File: src/rtl/microwave_ctrl.sv
// Microwave sequencer: picks cook time, pulses the timer, enforces the door interlock, duty-cycles the magnetron and beeps on completion.
// Latency: timer pulses appear 1 cycle after a button rises; no backpressure (timer accepts every pulse).
module microwave_ctrl #(
    parameter int unsigned PWR_PERIOD  = 100000000,
    parameter int unsigned BEEP_CYCLES = 150000000,
    parameter int unsigned ARM_TIMEOUT = 16
) (
    input  logic       clock,
    input  logic       reset,
    input  logic       start_btn,
    input  logic       stop_btn,
    input  logic       door_open,
    input  logic [1:0] preset,
    input  logic [1:0] power,
    input  logic [6:0] sw_min,
    input  logic [6:0] sw_sec,
    input  logic       timer_done,
    output logic       timer_start,
    output logic       timer_pause,
    output logic       timer_stop,
    output logic [6:0] min_set,
    output logic [6:0] sec_set,
    output logic       magnetron,
    output logic       lamp,
    output logic       beep
);

    typedef enum logic [2:0] {
        ST_IDLE,
        ST_ARM,
        ST_COOK,
        ST_PAUSE,
        ST_DONE
    } state_t;

    localparam logic [31:0] WIN_LAST  = 32'(PWR_PERIOD - 1);
    localparam logic [31:0] WIN_QTR   = 32'(PWR_PERIOD / 4);
    localparam logic [31:0] BEEP_LAST = 32'(BEEP_CYCLES - 1);
    localparam logic [31:0] ARM_LAST  = 32'(ARM_TIMEOUT - 1);

    state_t      state_q, state_d;
    logic        start_prev_q, stop_prev_q, ev_en_q;
    logic        start_ev, stop_ev;
    logic [31:0] win_q, win_d;
    logic [31:0] arm_cnt_q, arm_cnt_d;
    logic [31:0] beep_cnt_q, beep_cnt_d;
    logic [1:0]  pwr_q, pwr_d;
    logic [6:0]  min_q, min_d, sec_q, sec_d;
    logic [6:0]  sel_min, sel_sec;
    logic        start_pls_q, start_pls_d;
    logic        pause_pls_q, pause_pls_d;
    logic        stop_pls_q, stop_pls_d;
    logic [31:0] mag_thr;

    // ev_en_q masks the first cycle after reset so a button held through reset is not taken as a press.
    assign start_ev = ev_en_q & start_btn & ~start_prev_q;
    assign stop_ev  = ev_en_q & stop_btn & ~stop_prev_q;

    always_comb begin
        sel_min = 7'd0;
        sel_sec = 7'd0;
        case (preset)
            2'd0: begin
                sel_min = (sw_min > 7'd99) ? 7'd99 : sw_min;
                sel_sec = (sw_sec > 7'd59) ? 7'd59 : sw_sec;
            end
            2'd1: sel_sec = 7'd30;
            2'd2: sel_min = 7'd1;
            default: sel_min = 7'd2;
        endcase
    end

    always_comb begin
        state_d     = state_q;
        win_d       = win_q;
        arm_cnt_d   = arm_cnt_q;
        beep_cnt_d  = beep_cnt_q;
        pwr_d       = pwr_q;
        min_d       = min_q;
        sec_d       = sec_q;
        start_pls_d = 1'b0;
        pause_pls_d = 1'b0;
        stop_pls_d  = 1'b0;
        case (state_q)
            ST_IDLE: begin
                min_d = sel_min;
                sec_d = sel_sec;
                if (start_ev && !door_open) begin
                    start_pls_d = 1'b1;
                    pwr_d       = power;
                    arm_cnt_d   = 32'd0;
                    state_d     = ST_ARM;
                end
            end
            ST_ARM: begin
                if (stop_ev) begin
                    stop_pls_d = 1'b1;
                    state_d    = ST_IDLE;
                end else if (!timer_done) begin
                    win_d   = 32'd0;
                    state_d = ST_COOK;
                end else if (arm_cnt_q == ARM_LAST) begin
                    state_d = ST_IDLE;
                end else begin
                    arm_cnt_d = arm_cnt_q + 32'd1;
                end
            end
            ST_COOK: begin
                win_d = (win_q == WIN_LAST) ? 32'd0 : win_q + 32'd1;
                if (stop_ev) begin
                    stop_pls_d = 1'b1;
                    state_d    = ST_IDLE;
                end else if (door_open) begin
                    pause_pls_d = 1'b1;
                    state_d     = ST_PAUSE;
                end else if (timer_done) begin
                    beep_cnt_d = 32'd0;
                    state_d    = ST_DONE;
                end
            end
            ST_PAUSE: begin
                if (stop_ev) begin
                    stop_pls_d = 1'b1;
                    state_d    = ST_IDLE;
                end else if (start_ev && !door_open) begin
                    // The timer's pause input toggles, so the same pulse resumes it.
                    pause_pls_d = 1'b1;
                    win_d       = 32'd0;
                    state_d     = ST_COOK;
                end
            end
            ST_DONE: begin
                if (start_ev || stop_ev) begin
                    state_d = ST_IDLE;
                end else if (beep_cnt_q == BEEP_LAST) begin
                    state_d = ST_IDLE;
                end else begin
                    beep_cnt_d = beep_cnt_q + 32'd1;
                end
            end
            default: state_d = ST_IDLE;
        endcase
    end

    always_ff @(posedge clock or negedge reset) begin
        if (!reset) begin
            state_q      <= ST_IDLE;
            start_prev_q <= 1'b0;
            stop_prev_q  <= 1'b0;
            ev_en_q      <= 1'b0;
            win_q        <= 32'd0;
            arm_cnt_q    <= 32'd0;
            beep_cnt_q   <= 32'd0;
            pwr_q        <= 2'd0;
            min_q        <= 7'd0;
            sec_q        <= 7'd0;
            start_pls_q  <= 1'b0;
            pause_pls_q  <= 1'b0;
            stop_pls_q   <= 1'b0;
        end else begin
            state_q      <= state_d;
            start_prev_q <= start_btn;
            stop_prev_q  <= stop_btn;
            ev_en_q      <= 1'b1;
            win_q        <= win_d;
            arm_cnt_q    <= arm_cnt_d;
            beep_cnt_q   <= beep_cnt_d;
            pwr_q        <= pwr_d;
            min_q        <= min_d;
            sec_q        <= sec_d;
            start_pls_q  <= start_pls_d;
            pause_pls_q  <= pause_pls_d;
            stop_pls_q   <= stop_pls_d;
        end
    end

    assign mag_thr = WIN_QTR * ({30'd0, pwr_q} + 32'd1);

    // Door gating is combinational so the heater drops in the very cycle the door opens.
    assign magnetron   = (state_q == ST_COOK) & ~door_open & ((pwr_q == 2'd3) | (win_q < mag_thr));
    assign lamp        = reset & ((state_q == ST_COOK) | (state_q == ST_PAUSE) | door_open);
    assign beep        = (state_q == ST_DONE);
    assign timer_start = start_pls_q;
    assign timer_pause = pause_pls_q;
    assign timer_stop  = stop_pls_q;
    assign min_set     = min_q;
    assign sec_set     = sec_q;

endmodule

File: config.mk
export PLATFORM = sky130hd
export DESIGN_NAME = microwave_ctrl
export DESIGN_NICKNAME = d
export VERILOG_FILES = /design/src/rtl/microwave_ctrl.sv
export SDC_FILE = /design/constraint.sdc
export NUM_CORES = 1
export LEC_CHECK = 0
export ABC_AREA = 0
export CORE_ASPECT_RATIO = 1.5
export CORE_MARGIN = 5
export CORE_UTILIZATION = 40
export DETAILED_ROUTE_END_ITERATION = 10
export PLACE_DENSITY = 0.56
export REMOVE_ABC_BUFFERS = 1
export SLEW_MARGIN = 10
export SYNTH_ARGS = -nofsm -noshare
export SYNTH_HDL_FRONTEND = slang
export SYNTH_SLANG_ARGS = --single-unit
File: constraint.sdc
create_clock -name clock -period 5.4 [get_ports clock]
set_input_delay 0.54 -clock clock [delete_from_list [all_inputs] [get_ports clock]]
set_output_delay 0.54 -clock clock [all_outputs]
set_load 0.1 [all_outputs]
# == Word level (Yosys, flattened, before mapping) ==
# Cells that the tools add are included.
# totals
reg_bits,121
inputBits,24
out_inout_bits,20
elab_cells,114
# op_classes
n_addsub,4
multipliers,1
order_cmp,3
n_eq_ne,26
n_mux,40
bitwise_logic,13
reduce_logical,14
# op_table
op,n
32-bit 2-to-1 mux,13
32-bit case mux with 2 select lines,2
"32-bit by 1-bit adder with 32-bit output, second input constant",3
32-bit case mux with 3 select lines,1
3-bit 2-to-1 mux,11
"32-bit by 27-bit equality test with 1-bit output, second input constant",1
"32-bit by 28-bit equality test with 1-bit output, second input constant",1
"32-bit by 4-bit equality test with 1-bit output, second input constant",1
32-bit by 28-bit < comparator with 1-bit output,1
"2-bit inequality test, second input constant",12
"19-bit by 3-bit multiplier with 22-bit output, first input constant",1
7-bit case mux with 3 select lines,1
3-bit case mux with 5 select lines,1
5-bit AND reduction,3
7-bit 2-to-1 mux,2
7-bit case mux with 2 select lines,1
"4-bit inequality test, second input constant",2
1-bit bitwise AND,7
"7-bit by 6-bit greater-than comparator with 1-bit output, second input constant",1
"7-bit greater-than comparator, second input constant",1
1-bit 2-to-1 mux,7
"3-bit by 2-bit equality test with 1-bit output, second input constant",2
6-bit AND reduction,1
"2-bit equality test, second input constant",2
other kinds (18),23

# == Logic depth before layout (Yosys ltp) ==
# depth
depth_word,6
ltp_mapped,13
mapped_depth_nobuf,12

# == Worst setup path after synthesis ==
# Ideal clock, no wire load.
# synth_path
path_type,register to output
from,register pwr_q[0]
to,output port magnetron
arrival_ns,6.262
required_time_ns,4.860
slack_ns,-1.402
stages_incl_launch_ff,14
n_path_buf,1
cell_sequence,dfrtp_1 > clkbuf_1 > inv_1 > ha_1 > xnor2_1 > ha_1 > a21oi_1 > o21ai_0 > ha_1 > a21o_1 > a31oi_1 > o21ai_0 > a2111o_1 > a2111oi_1
# synth_via
elab_chain_cells,5
# synth_lines
item,line_no,rtl
from (decl),47,"logic [1:0] pwr_q, pwr_d;"
from (signal assigned),168,pwr_q <= pwr_d;
2-bit by 1-bit adder with 3-bit output,177,"assign mag_thr = WIN_QTR * ({30'd0, pwr_q} + 32'd1);"
19-bit by 3-bit multiplier with 22-bit output,177,
32-bit by 28-bit < comparator with 1-bit output,180,assign magnetron = (state_q == ST_COOK) & ~door_open & ((pwr_q == 2'd3) | (win_q < mag_thr));
1-bit OR (*),180,
1-bit bitwise AND (*),180,
to (decl),23,"output logic magnetron,"
# Mark *: on every way between the ends. The rest lies on a longest branch, timed or not.

# == Worst setup path after layout ==
# Same ends and word-level chain as after synthesis.

==> flow_summary.ini <==
[clocking]
cts_htree_levels = 4
clk_pin_slew_ps = 60
clk_latency_ps = 420
cts_made_buffers = 17
cts_root_buf = clkbuf_16
clock-sinks = 121
cts_max_path_buffers = 2
cts-hold-fix-buffers = 0
tritoncts = built

[synthesis]
yosys_register_bits = 121
synth_async_sr_flop_share_pct = 100
synthCells = 744
yosysWarnings = 0
synth_area_per_cell_um2 = 9.31
synth_ff_type = dfrtp_1
netlist_area_um2 = 6930
ys_seq_area_share_pct = 43.7
synth_cell_types = 69
synth_edf_count = 0

[job]
maxCapViolations = 0

[worst_setup_path]
arrival_ps = 4430
crit_fanout = 12
r2r_slack_ps = 2620
criticalPathCategory = reg -> out
cp_data_required_time_ps = 4860
end_kind = output port
startpoint_type = flip-flop

[route]
wl_mm = 17.2
viasPerCell = 5.62
ant_nets = 0
drc = 0
drt-initial-drc-count = 277
wl_per_cell_um = 17.1
firstDrtPassIters = 4
num_vias = 5644

[sta]
slew_headroom_pct = 30.6
max_freq_mhz = 201
finalSetupViolations = 0
finalCritPeriodShare_pct = 92.1
tightest_slew_ps = 1040
finalCriticalPeriod_ps = 4970
grt_setup_unrepaired = false
skew_ps = 9.24
finalMaxSlewViolations = 0
setup_tns_ps = 0
hold_viol = 0

[final_layout]
layout-drive-gt1-share_pct = 7.96
fin_nets = 833
multi_input_area_um2 = 3700
num-fill-cells = 1678
ff_latch_area_um2 = 3030
stdcell_area_um2 = 8080
final_common_cell = dfrtp_1
antenna_cells = 0
final_cell_mix = 120 x dfrtp_1, 95 x nor2_1, 59 x nand2_1
area_growth_pct = 16.7

[floorplanning]
die_area_um2 = 20100
pin_count = 44
initial_core_util_pct = 40.3
fp.coreArea_um2 = 17200
fp.dieH_um = 171
rows = 59
die_w_um = 117

[power_and_ir_drop]
leakage_nw = 3.47
ir_drop_mv = 0.322
powerDensity_nw_per_um2 = 415

[global_routing]
grt_antenna_before_repair = 0
grt-ovfl-total = 0
grt_max_degree = 50
grt_pass1_vias = 5745
grt_pass1_wl_mm = 28.5
grtUsageTotal_pct = 17.5

[placement]
dp_hpwl_mm = 12.3
place_area_um2 = 7520
port_buffers = 43
gp_congestion = 0.876

[run_status]
status = finished clean

[min_path]
holdCritPathClass = in -> async
-- worst paths after layout --
| kind | end | from | depth (start not counted) |
|---|---|---|---|
| max | magnetron | pwr_q[0] | 13 |
| min | win_q[20] | reset | 1 |
| max reg2reg | win_q[22] | win_q[28] | 6 |
| min reg2reg | min_set[6] | min_set[6] | 2 |
| max in group asynchronous | pwr_q[0] | reset | 3 |
| min in group clock | min_set[6] | min_set[6] | 2 |
-- report_power, final --
part | total (mW) | switching [mW] | internal [mW]
combinational | 1.16 | 0.815 | 0.345
clock | 1.07 | 0.418 | 0.652
sequential | 1.13 | 0.117 | 1.01
-- critical path, stage by stage, from the launching register on --
cell,delay (ps)
dfrtp_2,500
inv_1,170
ha_1,460
xnor2_1,200
ha_1,230
a21oi_1,220
o21ai_0,140
ha_1,310
a21o_1,170
a31oi_1,180
o21ai_0,130
a2111o_1,420
a2111oi_1,500
buf_4,380
-- area by class of cell --
cell class                      instances  area share (%)
Multi-Input combinational cell        574            45.8
Sequential cell                       121            37.5
Timing Repair Buffer                   48            5.73
Clock buffer                           20            5.65
Tap cell                              213            3.30
Clock inverter                         10            1.21
Inverter                               18           0.836
-- state kept, by name (all words and copies together), names as in the netlist --
register and flops:
arm_cnt_q 32, beep_cnt_q 32, ev_en_q 1, min_set 7, pwr_q 2, sec_set 7
start_prev_q 1, state_q 3, stop_prev_q 1, timer_pause 1, timer_start 1, timer_stop 1
win_q 32
-- routing by layer --
metal	routed length (um)	up-vias	track usage, %
met3	521	33	3.54
li1	-	2763	-
met1	7270	2755	20.3
met5	0	-	0
met2	8960	93	31.2
met4	418	0	7.72
-- stage by stage --
stage / hold WS [ps] / utilization (%) / total power, mW / std cells / setup slack, ps
after floorplan: 244 / - / 1.97 / 713 / -1290
after global placement: 464 / 43.7 / 2.29 / 974 / 884
after CTS: 91.0 / 47.0 / 3.40 / 1004 / 305
after detailed placement: 469 / 43.7 / 2.31 / 974 / 770
after global routing: 108 / 47.0 / 3.56 / 1004 / 102
final: 78.5 / 47.0 / 3.36 / 1004 / 426
-- kinds of logic after synthesis --
kind of cell	synth area share, %
muxes	0.596
AOI/OAI and AO/OA	9.70
buffers and inverters	2.94
xor gates and xnor gates	8.73
and+or+nand+nor	29.0
DFF	43.7
other	0.0541
adders and majority gates	5.24
-- cells in the mapped netlist, drive strengths merged, types with 6 or more instances --
library cell	count	area, um^2
xor2	31	272
a21oi	19	95.1
inv	18	67.6
or4	7	60.1
nor3	31	180
nor4	28	205
or3	10	67.6
and3	20	125
nand3	43	220
and4	9	78.8
ha	29	363
o31ai	9	67.6
nand3b	6	45.0
o21ai	32	160
nand2	59	221
xnor2	38	333
dfrtp	121	3030
nand4	38	244
nor2	97	369
buf	12	65.1
clkbuf	19	71.3
-- what timing repair did --
item / CTS / global route
gates resized for setup: 0 / 1
endpoints found under the hold margin: 0 / 0
buffers inserted: 0 / 0
setup endpoints to repair: 0 / 1
Note: power is estimated with default switching activity, not from simulation.
